[src/rtl/pdm_pkg.sv]
// Shared defaults, sizing helper and parameter sanity check for the PDM deserializer.
package pdm_pkg;

  localparam int unsigned PDM_WORD_W  = 32;
  localparam int unsigned PDM_CLK_DIV = 50;

  // Ceiling log2, never less than 1 so counters always have at least one bit.
  function automatic int unsigned clog2(input int unsigned value);
    int unsigned res;
    res = 1;
    for (int i = 1; i < 32; i++) begin
      if ((64'd1 << i) < 64'(value)) res = i + 1;
    end
    return res;
  endfunction

  function automatic bit params_ok(input int unsigned word_w, input int unsigned clk_div,
                                   input int unsigned channels);
    return (word_w >= 2) && (clk_div >= 4) && (clk_div % 2 == 0) &&
           (channels == 1 || channels == 2);
  endfunction

endpackage

[src/rtl/pdm_stereo_deserializer_clk_gen.sv]
// PDM clock divider: registered pdm_clk plus strobes on the last cycle of each phase.
module pdm_clk_gen
  import pdm_pkg::*;
#(
  parameter int unsigned CLK_DIV = PDM_CLK_DIV
) (
  input  logic clk,
  input  logic rst_n,
  input  logic en,
  output logic pdm_clk,
  output logic rise_stb,
  output logic fall_stb
);

  localparam int unsigned CW = clog2(CLK_DIV);
  localparam logic [CW-1:0] HALF    = CW'(CLK_DIV / 2);
  localparam logic [CW-1:0] HALF_M1 = CW'(CLK_DIV / 2 - 1);
  localparam logic [CW-1:0] LAST    = CW'(CLK_DIV - 1);

  logic [CW-1:0] div_cnt;
  logic [CW-1:0] div_next;

  always_comb begin
    div_next = '0;
    if (en && div_cnt != LAST) div_next = div_cnt + CW'(1);
  end

  // pdm_clk is derived from the next count so it lines up with div_cnt in the same cycle.
  always_ff @(posedge clk) begin
    if (!rst_n) begin
      div_cnt <= '0;
      pdm_clk <= 1'b0;
    end else begin
      div_cnt <= div_next;
      pdm_clk <= (div_next >= HALF);
    end
  end

  assign rise_stb = en && (div_cnt == HALF_M1);
  assign fall_stb = en && (div_cnt == LAST);

endmodule

[src/rtl/pdm_stereo_deserializer.sv]
// Two-channel PDM capture on one shared data line, framed into words with valid/ready handoff.
module pdm_stereo_deserializer
  import pdm_pkg::*;
#(
  parameter int unsigned WORD_W   = PDM_WORD_W,
  parameter int unsigned CLK_DIV  = PDM_CLK_DIV,
  parameter int unsigned CHANNELS = 2
) (
  input  logic              clk,
  input  logic              rst_n,
  input  logic              en,
  input  logic              pdm_data,
  output logic              pdm_clk,
  output logic [WORD_W-1:0] word_l,
  output logic [WORD_W-1:0] word_r,
  output logic              word_valid,
  input  logic              word_ready,
  output logic              overflow,
  input  logic              clear_ovf
);

  if (!params_ok(WORD_W, CLK_DIV, CHANNELS)) begin : g_bad_params
    $error("pdm_stereo_deserializer: illegal WORD_W/CLK_DIV/CHANNELS");
  end

  localparam int unsigned BW = clog2(WORD_W);
  localparam logic [BW-1:0] BIT_LAST = BW'(WORD_W - 1);

  logic              pdm_q;
  logic              rise_stb;
  logic              fall_stb;
  logic [WORD_W-1:0] shreg_l;
  logic [WORD_W-1:0] shreg_r;
  logic [WORD_W-1:0] shreg_l_next;
  logic [BW-1:0]     bit_cnt;
  logic              frame_done;
  logic              accept;
  logic              drop;

  pdm_clk_gen #(
    .CLK_DIV (CLK_DIV)
  ) u_clk_gen (
    .clk      (clk),
    .rst_n    (rst_n),
    .en       (en),
    .pdm_clk  (pdm_clk),
    .rise_stb (rise_stb),
    .fall_stb (fall_stb)
  );

  assign shreg_l_next = {shreg_l[WORD_W-2:0], pdm_q};
  assign frame_done   = fall_stb && (bit_cnt == BIT_LAST);
  assign accept       = frame_done && (!word_valid || word_ready);
  assign drop         = frame_done && word_valid && !word_ready;

  always_ff @(posedge clk) begin
    if (!rst_n) begin
      pdm_q   <= 1'b0;
      shreg_l <= '0;
      shreg_r <= '0;
      bit_cnt <= '0;
    end else begin
      pdm_q <= pdm_data;
      if (!en) begin
        shreg_l <= '0;
        shreg_r <= '0;
        bit_cnt <= '0;
      end else begin
        if (rise_stb && CHANNELS == 2) shreg_r <= {shreg_r[WORD_W-2:0], pdm_q};
        if (fall_stb) begin
          shreg_l <= shreg_l_next;
          bit_cnt <= frame_done ? '0 : bit_cnt + BW'(1);
        end
      end
    end
  end

  // Output frame and overflow survive en going low so a pending frame can still drain.
  always_ff @(posedge clk) begin
    if (!rst_n) begin
      word_l     <= '0;
      word_r     <= '0;
      word_valid <= 1'b0;
      overflow   <= 1'b0;
    end else begin
      if (accept) begin
        word_l     <= shreg_l_next;
        word_r     <= shreg_r;
        word_valid <= 1'b1;
      end else if (word_ready) begin
        word_valid <= 1'b0;
      end
      if (drop) begin
        overflow <= 1'b1;
      end else if (clear_ovf) begin
        overflow <= 1'b0;
      end
    end
  end

endmodule

[config.mk]
export PLATFORM = sky130hd
export DESIGN_NAME = pdm_stereo_deserializer
export DESIGN_NICKNAME = d
export VERILOG_FILES = /design/src/rtl/pdm_pkg.sv /design/src/rtl/pdm_stereo_deserializer_clk_gen.sv /design/src/rtl/pdm_stereo_deserializer.sv
export SDC_FILE = /design/constraint.sdc
export NUM_CORES = 1
export LEC_CHECK = 0
export BUFFER_PORTS_ARGS = -buffer_cell sky130_fd_sc_hd__buf_2
export CAP_MARGIN = 40
export CORE_ASPECT_RATIO = 0.9
export CORE_UTILIZATION = 28
export CTS_BUF_LIST = sky130_fd_sc_hd__clkbuf_4 sky130_fd_sc_hd__clkbuf_8
export CTS_CLUSTER_SIZE = 40
export DETAILED_ROUTE_END_ITERATION = 12
export MAX_ROUTING_LAYER = met4
export SYNTH_ARGS = -nofsm -noshare
export SYNTH_HDL_FRONTEND = slang
export SYNTH_SLANG_ARGS = --single-unit
[constraint.sdc]
create_clock -name clk -period 4.6 [get_ports clk]
set_clock_uncertainty 0.15 [all_clocks]
set_input_delay 0.92 -clock clk [delete_from_list [all_inputs] [get_ports clk]]
set_output_delay 0.92 -clock clk [all_outputs]
set_load 0.05 [all_outputs]
==> metrics.cfg, run 1 <==
[sta]
worstMarginPinSlew_ns=0.878
post-route-min-period_ns=2.42
setup_viol=0
fin_ws_ns=2.18
rsz0062_at_grt=no
max_slew_margin=0.415
final_max_slew_viol_count=0
max_freq_mhz=413
hold_viol=0
setup_tns_ns=0
period_share=0.526

[cells_and_area]
final-seq-area_sq_um=2840
fillers=1861
utilization=0.340
diodes=0
drive_gt1_frac=0.166
area_growth_pct=17.9
final_cell_area_sq_um=6050
num-nets-final=698
multi_input_area_sq_um=2060

[yosys]
syn_inst=637
ys_seq_area_frac=0.553
yosys_warnings=0
syn_avg_cell_area_sq_um=8.06
yosysTopAreaCellShare=0.553
synth.most_common_cell=nand2_1
yosysTopAreaCell=dfxtp_1
synthesis.nets=648
synth-edff-count=0
ys_seq_elements=142
synth_cell_types=29
synthFlopType=dfxtp_1
synthTopCellsByArea=dfxtp_1 (55%), nand2_1 (14%), a21oi_1 (6.7%)
netlist_area_sq_um=5140
synth_commonest_cells=nand2_1 (197), dfxtp_1 (142), a21oi_1 (69), nand3_1 (69), o21ai_1 (64)
async_reset_ff_frac=0

[outcome]
outcome=finished, final reports clean

[global_routing]
grt_overflow=0
grt_pass1_wl_um=17100
groute.usage.overall=0.119
grt_max_degree=97
first_global_vias=3477
antenna_found_initial=0

[placement]
postPlaceCellArea_sq_um=5690
place_hpwl_um=6710
port_buffers=72
gp_congestion=0.706
place_ws_ns=1.87

[detailed_routing]
drt_pass1_iterations=4
routed-wl-met2_um=4530
via_count=4145
wl_met3_um=501
avgViaCountPerCell=4.41
drt_iter0_drc=306
antenna_left=0
wl_met1_um=5400
drt-total-wl_um=10600
highest_layer=met4
drcViolationCount=0
routedWlPerCell_um=11.2

[setup_path]
cp.buffers_inverters=1
cp_common_cell=ha_1
path_class=reg2reg
cp-start-kind=flop
crit_slowest_cell=buf_4
max_stage_delay_ns=0.69
critPathRequiredTime_ns=4.81
cpLargestDelayFamily=buffers and inverters
path_cells=ha_1, and3_1, ha_1, nand4b_1, buf_4, nand3_1, o21ai_1
endpoint_kind=flop
worstPathArrival_ns=2.63
worstPathMaxFanout=96

[clock_network]
cts-root-buf=clkbuf_8
cts_tree=built
clk_pin_slew_ns=0.08
h-tree-depth=4
cts_max_path_buffers=2
cts_setup_buffers=0
cts_buffers=17
cts_hold_buf=0
cts_resized=0
clk_latency_ns=0.44
cts_sinks=142

[min_path]
worstHoldPathType=reg2reg

[floorplanning]
die_width_um=145
ioPinCount=73
dieHeight_um=130
die_area_sq_um=18900
core_area_sq_um=17800
start_util=0.289
rows=46

[pwr]
p_per_area_nw_per_um2=362
ir_drop_v=0.000158
p_leak_nw=2.06

[job]
max-cap-violations=0

-- kinds of logic (layout without fill, tap and decap cells) --
logic type      count (synthesis)  in the layout  share of synthesized area
simple gates                  291            291                      0.244
flops                         142            142                      0.553
fa+ha+maj                       5              5                     0.0122
buf+inv                        56            118                     0.0470
compound gates                139            139                      0.137
xor+xnor                        4              4                    0.00682
-- through the flow --
stage,hold WS (ns),total power [mW],std cells
2_1_floorplan,0.279,1.29,637
3_3_place_gp,0.293,1.30,906
3_5_place_dp,0.295,1.30,908
4_1_cts,0.306,2.23,939
5_1_grt,0.320,2.29,939
6_report,0.302,2.19,939
-- tightest hold or removal path: stages, from the launching register on --
cell and delay, ns:
dfxtp_1 0.31, nand3_1 0.05, o21ai_1 0.05
-- final timing paths --
path	cells after the start	end	startpoint	slack [ns]
worst min register to register	2	word_l[29]$_SDFFE_PN0P_	word_l[29]$_SDFFE_PN0P_	0.30
worst max-delay path	7	word_r[26]$_SDFFE_PN0P_	bit_cnt[0]$_SDFFE_PN0P_	2.18
worst min-delay path	2	word_l[29]$_SDFFE_PN0P_	word_l[29]$_SDFFE_PN0P_	0.30
worst max register to register	7	word_r[26]$_SDFFE_PN0P_	bit_cnt[0]$_SDFFE_PN0P_	2.18
-- sequential cells by signal, indices dropped and copies added, names as in the netlist --
name               flops
u_clk_gen.pdm_clk      1
overflow               1
shreg_l               31
word_valid             1
word_l                32
shreg_r               32
word_r                32
bit_cnt                5
pdm_q                  1
u_clk_gen.div_cnt      6
-- where the power goes --
part | switching, mW | total (mW) | internal (mW)
clock network | 0.460 | 0.921 | 0.462
logic | 0.0312 | 0.0391 | 0.00788
registers | 0.00170 | 1.23 | 1.23
-- layout by cell type, fill, tap and decap left out, types with 2 or more instances in the layout --
cell,netlist,routed
clkbuf_8,0,19
o21ai_1,64,64
ha_1,5,5
clkbuf_4,0,2
xor2_1,3,3
clkinv_2,0,3
nand3_1,69,69
a21oi_1,69,69
buf_4,4,8
inv_1,6,6
and3_1,2,2
clkinvlp_4,0,5
nand2_1,197,196
or4_1,2,2
and2_1,4,4
a31oi_1,2,2
dfxtp_1,142,142
nor2_1,8,8
o21ai_0,3,3
buf_2,13,71
-- layer usage --
layer,GRT usage,vias up
met1,0.150,1856
met3,0.0430,9
met4,0.0464,0
li1,-,2214
met5,-,-
met2,0.171,66
-- final cells by class --
class,instances,area share
multi-input combinational,439,0.341
sequential,142,0.470
timing repair buffer,81,0.0756
tap,240,0.0496
inverter,6,0.00372
clock inverter,10,0.0151
clock buffer,21,0.0457
No activity file was read; power rests on OpenSTA's default activity.
==> run 2, diff against run 1 <==
==> constraint.sdc (replaced) <==
create_clock -name clk -period 2.3 [get_ports clk]
set_clock_uncertainty 0.15 [all_clocks]
set_input_delay 0.46 -clock clk [delete_from_list [all_inputs] [get_ports clk]]
set_output_delay 0.46 -clock clk [all_outputs]
set_load 0.05 [all_outputs]
==> run 2 against run 1 <==
  * First-iteration DRC count grew 15%
  * Via count grew 1.3%
  * Worst hold slack got worse by 0.20 ns
  * Combinational power up 110%
  * Die area unchanged
  * Clock power is 100% higher
  * Highest routed layer unchanged
==> metrics.cfg, run 2 (synthesis gave the netlist of run 1 again) <==
[cells_and_area]
utilization=0.346
fillers=1909
mostFrequentLayoutCell=nand2_1
final_cell_area_sq_um=6150
diodes=0
num-nets-final=703
area_growth_pct=19.8
multi_input_area_sq_um=2060
drive_gt1_frac=0.173
final-seq-area_sq_um=2840
layout_common_cells=nand2_1 (196), dfxtp_1 (142), buf_2 (71)
final_cells=945
reg_top3=shreg_r: 32 flops, word_l: 32 flops, word_r: 32 flops

[detailed_routing]
drt_iter0_drc=353
wl_met1_um=5460
via_count=4198
avgViaCountPerCell=4.44
antenna_left=0
wl_met3_um=667
drt_pass1_iterations=4
drt-total-wl_um=10900
routedWlPerCell_um=11.6
routed-wl-met2_um=4670
drcViolationCount=0
highest_layer=met4

[sta]
final_max_slew_viol_count=0
max_freq_mhz=490
worstMarginPinSlew_ns=0.466
hold_viol=0
whs_ns=0.107
max_slew_margin=0.690
post-route-min-period_ns=2.04
fin_ws_ns=0.258
period_share=0.888
setup_viol=0
setup_tns_ns=0
rsz0062_at_grt=no

[clock_network]
cts_hold_buf=0
h-tree-depth=4
cts_buffers=17
cts_setup_buffers=0
cts_max_path_buffers=2
cts_resized=0
cts-root-buf=clkbuf_8
clk_latency_ns=0.44
cts_tree=built
clk_pin_slew_ns=0.07
cts_sinks=142

[global_routing]
groute.usage.overall=0.125
grt_max_degree=45
first_global_vias=3601
antenna_found_initial=0
grt_overflow=0
grt_pass1_wl_um=17800

[job]
max-cap-violations=0

[pwr]
total_power_mw=4.41
p_per_area_nw_per_um2=717
ir_drop_v=0.000271
p_leak_nw=2.14

[setup_path]
path_class=reg2reg
worstPathArrival_ns=2.22
cp-start-kind=flop
max_stage_delay_ns=0.40
r2r_slack_ns=0.26
worstPathMaxFanout=44
path_cells=ha_1, and3_1, ha_1, nand4b_1, buf_12, buf_12, nand3_1, o21ai_1
reg2reg_to=word_r[24]$_SDFFE_PN0P_
worst_r2r_path_depth=8
crit_slowest_cell=dfxtp_1
r2r_start=bit_cnt[0]$_SDFFE_PN0P_
critPathRequiredTime_ns=2.48
endpoint_kind=flop

[floorplanning]
core_area_sq_um=17800
dieHeight_um=130
die_width_um=145
start_util=0.289
rows=46
ioPinCount=73
die_area_sq_um=18900

[placement]
postPlaceCellArea_sq_um=5770
gp_congestion=0.760
place_hpwl_um=6880
numPlacedInstances=913
port_buffers=72
place_ws_ns=0.295

[min_path]
whs_endpoint=pdm_q$_SDFF_PN0_
worstHoldPathType=in2reg
hold_depth=2
hp-start=pdm_data

[outcome]
outcome=finished, final reports clean

[run 2: cell count changes in the layout (fill, tap and decap cells not counted)]
cell / delta
buf_12: +6
clkbuf_8: +5
clkinvlp_4: -4
buf_16: -1
buf_4: +1
buf_8: -1
bufinv_16: -1
clkbuf_4: +1
clkinv_2: +1
clkinv_4: -1
[run 2: final cells by class]
class,count,share of cell area
repair buffers,86,0.0883
clock buffers,27,0.0574
clock inverters,5,0.00447
well taps,240,0.0488
flip-flops and latches,142,0.462
inverters,6,0.00366
multi-input cells,439,0.335
[run 2: how the worst max path moves through the flow]
| stage | from | endpoint |
|---|---|---|
| CTS | bit_cnt[0]$_SDFFE_PN0P_ | word_l[2]$_SDFFE_PN0P_ |
| finish | bit_cnt[0]$_SDFFE_PN0P_ | word_r[24]$_SDFFE_PN0P_ |
| detailed placement | bit_cnt[0]$_SDFFE_PN0P_ | word_l[2]$_SDFFE_PN0P_ |
| global placement | bit_cnt[0]$_SDFFE_PN0P_ | word_r[25]$_SDFFE_PN0P_ |
| floorplan | bit_cnt[0]$_SDFFE_PN0P_ | word_l[15]$_SDFFE_PN0P_ |
| global route | bit_cnt[0]$_SDFFE_PN0P_ | word_r[28]$_SDFFE_PN0P_ |
[run 2: metal layers]
layer / vias up / global-route usage
li1: 2221 / -
met1: 1899 / 0.161
met2: 71 / 0.172
met3: 7 / 0.0474
met4: 0 / 0.0557
met5: - / -
[run 2: power breakdown]
| part | switching [mW] | internal (mW) | total [mW] |
|---|---|---|---|
| clock network | 0.884 | 0.978 | 1.86 |
| registers | 0.00319 | 2.46 | 2.46 |
| logic | 0.0638 | 0.0200 | 0.0838 |
| total | 0.951 | 3.46 | 4.41 |
[run 2: critical path, delay by kind of cell, from the launching register on]
kind	cells	cell delay (ns)
buffers and inverters	2	0.37
and+or+nand+nor	3	0.46
DFF	1	0.40
AOI/OAI and AO/OA	1	0.06
adders and majority gates	2	0.48
==> run 3, diff against run 2 <==
--- a/config.mk
+++ b/config.mk
@@ -5,13 +5,12 @@
 export SDC_FILE = /design/constraint.sdc
 export NUM_CORES = 1
 export LEC_CHECK = 0
-export BUFFER_PORTS_ARGS = -buffer_cell sky130_fd_sc_hd__buf_2
-export CAP_MARGIN = 40
 export CORE_ASPECT_RATIO = 0.9
 export CORE_UTILIZATION = 28
 export CTS_BUF_LIST = sky130_fd_sc_hd__clkbuf_4 sky130_fd_sc_hd__clkbuf_8
 export CTS_CLUSTER_SIZE = 40
 export DETAILED_ROUTE_END_ITERATION = 12
+export DONT_BUFFER_PORTS = 1
 export MAX_ROUTING_LAYER = met4
 export SYNTH_ARGS = -nofsm -noshare
 export SYNTH_HDL_FRONTEND = slang
==> run 3 against run 2 <==
  * Via count fell by 4.5%
  * Critical path depth fell by 1
  * Total power rose by 1.4%
  * Utilization fell by 1.7 points
  * First-iteration DRC count fell by 20%
  * Sequential power barely moved
  * Worst hold slack got worse by 0.083 ns
  * Sequential share of layout area rose by 2.3 points
  * Worst setup slack improved by 0.024 ns
  * Register-to-register slack improved by 0.02 ns
  * Largest power group unchanged
==> metrics.cfg, run 3 (synthesis gave the netlist of run 1 again) <==
[detailed_routing]
avgViaCountPerCell=4.56
drt_iter0_drc=284
via_count=4009
antenna_left=0
routedWlPerCell_um=13.4
drt-total-wl_um=11800
drcViolationCount=0
drt_pass1_iterations=5

[setup_path]
path_class=reg2reg
endpoint_kind=flop
worstPathArrival_ns=2.20
worst_r2r_path_depth=7
cp-start-kind=flop
worstPathMaxFanout=57
critPathRequiredTime_ns=2.48

[floorplanning]
dieHeight_um=130
die_area_sq_um=18900
ioPinCount=73
die_width_um=145
core_area_sq_um=17800
start_util=0.289
rows=46

[pwr]
power_switching_mw=1.07
clock_power_share=0.429
p_leak_nw=1.75
seqPwrFrac=0.550
ir_drop_v=0.000265
power_frac_comb=0.021
p_per_area_nw_per_um2=763
p_int_mw=3.40
switching_share=0.240

[clock_network]
clk_latency_ns=0.45
h-tree-depth=4
cts_tree=built
cts_buffers=17
cts-root-buf=clkbuf_8
cts_setup_buffers=0
cts_max_path_buffers=2
cts_sinks=142
clk_pin_slew_ns=0.08

[global_routing]
first_global_vias=3604
antenna_found_initial=0
grt_pass1_wl_um=18700
grt_overflow=0
grt_max_degree=84
groute.usage.overall=0.135

[placement]
gp_congestion=0.778
port_buffers=0
place_hpwl_um=6700

[sta]
whs_ns=0.0241
setup_viol=0
setup_tns_ns=0
worstMarginPinSlew_ns=0.607
post-route-min-period_ns=2.02
final_max_slew_viol_count=0
max_slew_margin=0.595
max_freq_mhz=496
rsz0062_at_grt=no
hold_viol=0
period_share=0.877

[job]
max-cap-violations=0

[cells_and_area]
layout_common_cells=nand2_1 (196), dfxtp_1 (142), a21oi_1 (69), nand3_1 (69), o21ai_1 (64)
num-nets-final=638
mostFrequentLayoutCell=nand2_1
drive_gt1_frac=0.0797
reg_top3=shreg_r: 32 flops, word_l: 32 flops, word_r: 32 flops
area_growth_pct=14.0
diodes=0

[outcome]
outcome=finished, final reports clean

[min_path]
worstHoldPathType=in2reg
hold_depth=2

==> run 3: worst max-delay path: stages (launching register included) <==
cell and delay [ns]:
dfxtp_1 0.40, ha_1 0.19, and3_1 0.16, ha_1 0.16
nand4b_1 0.32, buf_12 0.31, nand3_1 0.11, o21ai_1 0.07
==> run 3: cell type report <==
cell class / count / area [sq um]
fillers: 1875 / 11900
flip-flops and latches: 142 / 2840
multi-input cells: 439 / 2060
well taps: 240 / 300
clock buffers: 19 / 255
repair buffers: 21 / 243
clock inverters: 13 / 129
inverters: 6 / 22.5
==> run 3: timing repair <==
action,in CTS,in global routing
resized for setup,0,0
hold buffers,7,1
hold endpoints to repair,59,1
==> run 3: worst paths after layout <==
kind	from	end	slack, ns
setup / recovery	bit_cnt[0]$_SDFFE_PN0P_	word_r[17]$_SDFFE_PN0P_	0.28
hold / removal	rst_n	word_r[17]$_SDFFE_PN0P_	0.02
setup reg to reg	bit_cnt[0]$_SDFFE_PN0P_	word_r[17]$_SDFFE_PN0P_	0.28
hold reg to reg	shreg_r[31]$_SDFFE_PN0P_	word_r[31]$_SDFFE_PN0P_	0.31
==> run 3: metrics by stage <==
stage	setup slack, ns	power [mW]	instances	area [sq um]	util
finish	0.282	4.47	880	5860	0.329
global route	0.109	4.65	880	5860	0.329
CTS	0.276	4.54	879	5850	0.329
detailed placement	0.307	2.56	840	5360	0.302
global placement	0.353	2.55	840	5360	0.302
floorplan	0.373	2.57	637	5140	-
==> run 3: layer usage <==
| metal | vias to the layer above | global-route usage | part of all wire |
|---|---|---|---|
| met5 | - | - | 0 |
| met4 | 0 | 0.0632 | 0.018 |
| met3 | 16 | 0.0525 | 0.076 |
| met2 | 74 | 0.200 | 0.44 |
| met1 | 1818 | 0.160 | 0.46 |
| li1 | 2101 | - | - |
==> run 3: power by group through the flow <==
stage | Clock (mW) | Sequential (mW) | Combinational [mW]
after CTS | 1.98 | 2.46 | 0.0934
after floorplan | 0 | 2.52 | 0.0544
after global placement | 0 | 2.52 | 0.0365
after global routing | 2.09 | 2.46 | 0.103
after detailed placement | 0 | 2.52 | 0.0367
final | 1.92 | 2.46 | 0.0934
